$ cat config.mk
export PLATFORM = sky130hd
export DESIGN_NAME = ifetch_prefetch
export DESIGN_NICKNAME = d
export VERILOG_FILES = /design/src/rtl/cpu_pkg.sv /design/src/rtl/ifq_fifo.sv /design/src/rtl/ifetch_prefetch.sv
export SDC_FILE = /design/constraint.sdc
export NUM_CORES = 1
export LEC_CHECK = 0
export BUFFER_PORTS_ARGS = -buffer_cell sky130_fd_sc_hd__buf_2
export CAP_MARGIN = 20
export CORE_MARGIN = 2
export CORE_UTILIZATION = 58
export DETAILED_ROUTE_END_ITERATION = 16
export PLACE_DENSITY = 0.83
export SETUP_SLACK_MARGIN = 0.2
export SLEW_MARGIN = 0
export SYNTH_ARGS = -nofsm -noshare
export SYNTH_HDL_FRONTEND = slang
export SYNTH_SLANG_ARGS = --single-unit
$ cat constraint.sdc
create_clock -name clk -period 3.5 [get_ports clk]
set_clock_uncertainty 0.05 [all_clocks]
set_input_delay 0.35 -clock clk [delete_from_list [all_inputs] [get_ports clk]]
set_output_delay 0.35 -clock clk [all_outputs]
set_load 0.01 [all_outputs]
$ cat src/rtl/cpu_pkg.sv
// Shared CPU definitions used by the fetch stage and its prefetch queue.
package cpu_pkg;

    localparam logic [31:0] NOP_INSTR          = 32'h0000_0013;
    localparam logic [31:0] HALT_INSTR_DEFAULT = 32'h0000_0073;

    localparam int unsigned IFQ_DEPTH = 4;
    localparam int unsigned IFQ_PTR_W = $clog2(IFQ_DEPTH);

    typedef enum logic [1:0] {
        IFQ_RUN    = 2'd0,
        IFQ_DRAIN  = 2'd1,
        IFQ_HALTED = 2'd2
    } ifq_state_e;

    typedef struct packed {
        logic [31:0] instr;
        logic [31:0] pc;
    } ifq_entry_t;

endpackage

$ cat src/rtl/ifq_fifo.sv
// In-order prefetch queue: DEPTH entries of {instruction, pc}, head exposed
// combinationally so the fetch stage can present it with no extra cycle.
module ifq_fifo
    import cpu_pkg::*;
#(
    parameter int unsigned DEPTH = IFQ_DEPTH
) (
    input  logic                     clk,
    input  logic                     rst,
    input  logic                     clear,
    input  logic                     push,
    input  ifq_entry_t               push_entry,
    input  logic                     pop,
    output ifq_entry_t               head_entry,
    output logic [$clog2(DEPTH):0]   count
);

    localparam int unsigned PTR_W = $clog2(DEPTH);

    ifq_entry_t       storage [DEPTH];
    logic [PTR_W-1:0] rd_ptr;
    logic [PTR_W-1:0] wr_ptr;

    assign head_entry = storage[rd_ptr];

    // Entry storage; data needs no reset because count gates visibility.
    always_ff @(posedge clk) begin
        if (push) begin
            storage[wr_ptr] <= push_entry;
        end
    end

    // Pointers and occupancy; simultaneous push and pop leaves count unchanged.
    always_ff @(posedge clk) begin
        if (rst || clear) begin
            rd_ptr <= '0;
            wr_ptr <= '0;
            count  <= '0;
        end else begin
            if (push) begin
                wr_ptr <= wr_ptr + PTR_W'(1);
            end
            if (pop) begin
                rd_ptr <= rd_ptr + PTR_W'(1);
            end
            count <= count + (PTR_W+1)'(push) - (PTR_W+1)'(pop);
        end
    end

endmodule

$ cat src/rtl/ifetch_prefetch.sv
// Fetch stage with credit-limited instruction-memory requests, stale-response
// dropping after redirects and a sticky halt on popping the halt encoding.
// Optional feature macro IFETCH_PERF_EN adds perf_fetched/perf_dropped/perf_stall.
module ifetch_prefetch
    import cpu_pkg::*;
#(
    parameter int unsigned DEPTH      = IFQ_DEPTH,
    parameter logic [31:0] RESET_PC   = 32'h0000_0000,
    parameter logic [31:0] HALT_INSTR = HALT_INSTR_DEFAULT
) (
    input  logic        clk,
    input  logic        rst,
    output logic        imem_req_valid,
    input  logic        imem_req_ready,
    output logic [31:0] imem_req_addr,
    input  logic        imem_rsp_valid,
    input  logic [31:0] imem_rsp_data,
    input  logic        stall,
    input  logic        redirect,
    input  logic [31:0] redirect_pc,
    output logic        instr_valid,
    output logic [31:0] instruction,
    output logic [31:0] PC,
    output logic        halt
`ifdef IFETCH_PERF_EN
    ,
    output logic [31:0] perf_fetched,
    output logic [31:0] perf_dropped,
    output logic [31:0] perf_stall
`endif
);

    localparam int unsigned CNT_W   = $clog2(DEPTH) + 1;
    localparam logic [CNT_W:0] DEPTH_L = (CNT_W+1)'(DEPTH);

    ifq_state_e       state;
    logic [31:0]      fetch_pc;
    logic [CNT_W-1:0] outstanding;
    logic [CNT_W-1:0] drop_cnt;
    logic [CNT_W-1:0] count;
    logic [CNT_W-1:0] stale;
    logic [CNT_W:0]   credit_used;
    logic             halt_seen;
    logic             halt_q;
    logic             redirect_eff;
    logic             req_fire;
    logic             rsp_drop;
    logic             push;
    logic             pop;
    logic             head_valid;
    logic [31:0]      rsp_pc;
    ifq_entry_t       push_entry;
    ifq_entry_t       head_entry;

    // Requests since the last redirect are consecutive words, so a kept
    // response belongs to the oldest of them: fetch_pc minus 4*outstanding.
    assign rsp_pc       = fetch_pc - (32'(outstanding) << 2);
    assign push_entry   = '{instr: imem_rsp_data, pc: rsp_pc};
    assign redirect_eff = redirect && (state != IFQ_HALTED);
    assign stale        = outstanding - CNT_W'(imem_rsp_valid);
    assign credit_used  = {1'b0, count} + {1'b0, outstanding};

    assign imem_req_valid = !rst && (state == IFQ_RUN) && !halt_seen && !redirect_eff
                            && (credit_used < DEPTH_L);
    assign imem_req_addr  = fetch_pc;
    assign req_fire       = imem_req_valid && imem_req_ready;
    assign rsp_drop       = imem_rsp_valid && (drop_cnt != '0);
    assign push           = imem_rsp_valid && (drop_cnt == '0) && (state == IFQ_RUN) && !redirect_eff;
    assign head_valid     = (count != '0) && (state != IFQ_HALTED);
    assign pop            = head_valid && !stall && !redirect_eff;

    assign instr_valid = head_valid;
    assign instruction = head_valid ? head_entry.instr : NOP_INSTR;
    assign PC          = head_valid ? head_entry.pc : 32'h0000_0000;
    assign halt        = halt_q;

    ifq_fifo #(
        .DEPTH(DEPTH)
    ) u_fifo (
        .clk       (clk),
        .rst       (rst),
        .clear     (redirect_eff),
        .push      (push),
        .push_entry(push_entry),
        .pop       (pop),
        .head_entry(head_entry),
        .count     (count)
    );

    // Fetch control: credit/drop counters, fetch address and RUN/DRAIN/HALTED FSM.
    always_ff @(posedge clk) begin
        if (rst) begin
            state       <= IFQ_RUN;
            fetch_pc    <= RESET_PC;
            outstanding <= '0;
            drop_cnt    <= '0;
            halt_seen   <= 1'b0;
            halt_q      <= 1'b0;
        end else if (redirect_eff) begin
            state       <= (stale != '0) ? IFQ_DRAIN : IFQ_RUN;
            fetch_pc    <= {redirect_pc[31:2], 2'b00};
            outstanding <= stale;
            drop_cnt    <= stale;
            halt_seen   <= 1'b0;
        end else begin
            if (req_fire) begin
                fetch_pc <= fetch_pc + 32'd4;
            end
            outstanding <= stale + CNT_W'(req_fire);
            if (rsp_drop) begin
                drop_cnt <= drop_cnt - CNT_W'(1);
            end
            if (push && (imem_rsp_data == HALT_INSTR)) begin
                halt_seen <= 1'b1;
            end
            case (state)
                IFQ_RUN: begin
                    if (pop && (head_entry.instr == HALT_INSTR)) begin
                        state  <= IFQ_HALTED;
                        halt_q <= 1'b1;
                    end
                end
                IFQ_DRAIN: begin
                    if (rsp_drop && (drop_cnt == CNT_W'(1))) begin
                        state <= IFQ_RUN;
                    end
                end
                default: begin
                end
            endcase
        end
    end

`ifdef IFETCH_PERF_EN
    // Free-running event counters for pushes, discarded responses and stalled heads.
    always_ff @(posedge clk) begin
        if (rst) begin
            perf_fetched <= '0;
            perf_dropped <= '0;
            perf_stall   <= '0;
        end else begin
            perf_fetched <= perf_fetched + 32'(push);
            perf_dropped <= perf_dropped + 32'(imem_rsp_valid && !push);
            perf_stall   <= perf_stall + 32'(instr_valid && stall);
        end
    end
`endif

endmodule

==> run metrics <==
Crit path largest cell delay 0.69 ns; DRC 0; Slew headroom 0.429; commonest cells after routing, fill and taps aside 248 x edfxtp_1, 162 x buf_2, 62 x and2_1; vias in the first global route around 8,300; Critical Path RT around 3.1 ns; crit path capture type output port; # Post-CTS Setup Buffers 0; Resized cells post-CTS 0; grt total ovfl 0; Area Overhead vs Synth 17.9%; Worst Setup Start Kind flop; GR Util All Layers 0.248; latest clock arrival within the worst-skew pair between 0.5 and 0.6 ns; Hold Path Class input pin to flop; Most used DFF post-synth edfxtp_1; clock buffer depth 3; Core Box Area around 0.022 sq mm; TritonCTS Sinks 297; Post-synth EDFFs 248; Buf/Inv on CP 2; Cell variety after synth 53; H-Tree Depth 1; Slew Limit Fails 0; Final Power 7740 uW; CTS tree yes; # port buffers about 160; min cycle time layout ~3.2 ns; worst-path maximum fanout 21; ANT nets after route 0; WL final roughly 29,000 um; pwr/cell area around 510 mW/mm^2; CTS hold repair buffers 28; Syn. warnings 0; TNS Setup 0 ns; Util after Layout 0.699; first-pass GRT wire length around 46,000 um; Die H roughly 150 um; crit-path cells buf_4, mux4_1, or3_1, buf_2; initial antenna violation count 5; Syn Inst Count approximately 840; fin crit share 0.901; drt pass-1 iters 5; Lkg Pwr 0.00554 uW; drt wl/cell around 22 um; Vias between 8,000 and 9,000; CTS Buf Count 30; Peak Freq about 0.32 GHz; root buffer selected by CTS clkbuf_16; final setup fails 0; commonest non-fill, non-tap cell in the layout edfxtp_1; Async SR Flop Fraction 0; syn avg cell area roughly 16 sq um; placed cells 1,247; num rows 54; Max VDD drop around 470 uV; first-iteration detailed-routing DRC count 724; vias per inst just over 6; largest net degree at the start of global routing 48; sequential area share after synthesis 0.649; flip-flop and latch count after synthesis roughly 300; worst slew pin tran between 0.8 and 0.9 ns; RSZ-0062 raised after global routing false; # IOs ~170; Routability Congestion 0.823; Initial Util 0.593; slowest CP cell mux4_1; Layout Nets 1,118; status completed; Reg clk slew, reported paths approximately 0.060 ns; fin worst setup slack between 0.3 and 0.4 ns; # Max-Cap Violations 0; final hold violations 0; DP Worst Slack ~0.55 ns; share of cells above drive strength 1 0.283; Die X ~150 um; family with the most delay on the worst path multiplexers; HPWL Detailed around 18,000 um; die area around 0.024 sq mm; Synth Cell Area approximately 0.013 sq mm; CP Class flop to output port; Arrival @ worst endpoint ~2.8 ns; final cell count without fillers 1,335
-- worst reg2reg max path: cells and delay by family, from the launching register on --
family,cells,cell delay (ns)
buffers and inverters,2,0.15
adder cells (fa/ha/maj),2,0.57
flip-flops,1,0.38
AO/OA/AOI/OAI,3,0.86
AND/OR/NAND/NOR,2,0.75
-- through the flow --
step / instance area, sq um / hold slack (ns)
after global routing: 15300 / 0.000139
after CTS: 15300 / 0.000861
after floorplan: 13000 / 0.399
after global placement: 14100 / 0.404
final: 15300 / 0.0189
after detailed placement: 14100 / 0.414
-- cell families (layout without fill, tap and decap cells) --
logic type,after synthesis,in the layout,share of synthesized area
AO/OA/AOI/OAI,58,58,0.0319
buffers and inverters,72,282,0.0250
other,1,9,0.000289
adder cells (fa/ha/maj),21,21,0.0214
flip-flops,297,297,0.649
XOR/XNOR,61,61,0.0411
multiplexers,63,63,0.112
AND/OR/NAND/NOR,264,264,0.119
-- area by class of cell --
cell class                 instances  area (sq um)
sequential                       297          8430
fill                            1394          6580
multi-input combinational        471          4260
timing repair buffer             210          1250
clock buffer                      39           815
tap                              280           350
clock inverter                    16           125
inverter                          17          63.8
antenna                            5          12.5
-- cell usage after synthesis, drive strengths merged, types with 4 or more instances --
cell type / instances / area (sq um)
and2: 67 / 419
nand2: 26 / 97.6
inv: 17 / 63.8
xor2: 39 / 342
dfxtp: 49 / 981
nor3: 20 / 110
or3: 8 / 50.1
edfxtp: 248 / 7450
nand2b: 5 / 31.3
nor2: 53 / 199
nand3: 16 / 80.1
a21oi: 9 / 45.0
mux4: 62 / 1450
xnor2: 22 / 193
buf: 19 / 124
o21ai: 4 / 20.0
nand4: 15 / 93.8
ha: 19 / 238
and3: 5 / 31.3
or4: 5 / 41.3
clkbuf: 36 / 136
nor4: 24 / 226
a211oi: 34 / 255
-- state kept, by name, indices dropped and copies added (netlist names), named ones only --
register,cells
u_fifo.wr_ptr,2
imem_req_addr,30
state,2
halt,1
u_fifo.count,3
halt_seen,1
outstanding,3
drop_cnt,3
u_fifo.storage,248
u_fifo.rd_ptr,2
-- final timing paths --
path              cells after the start                           from                               to  slack (ns)
setup / recovery                      4                           flop                   instruction[0]        0.35
hold / removal                        1              imem_rsp_data[11]  u_fifo.storage[2][43]$_DFFE_PP_        0.02
setup reg to reg                      9  imem_req_addr[2]$_SDFFE_PP0P_  u_fifo.storage[3][26]$_DFFE_PP_        0.43
hold reg to reg                       1              halt$_SDFFE_PP0P_                halt$_SDFFE_PP0P_        0.43
-- report_power, final --
group	internal, uW	leakage (uW)	total (uW)	switching [uW]
clock	1720	0.000460	3010	1300
combinational	277	0.00243	677	400
sequential	3970	0.00266	4050	83.1
-- metal layers --
metal  global-route usage  routed length, um  vias to the layer above  part of all wire
met5                    0                  0                        -                 0
met4               0.0773                710                        0             0.024
met3               0.0417               2350                       59             0.080
met2                0.431              15100                      399              0.51
met1                0.323              11100                     4135              0.38
li1                     -                  -                     3612                 -
(Power assumes the default switching activity.)
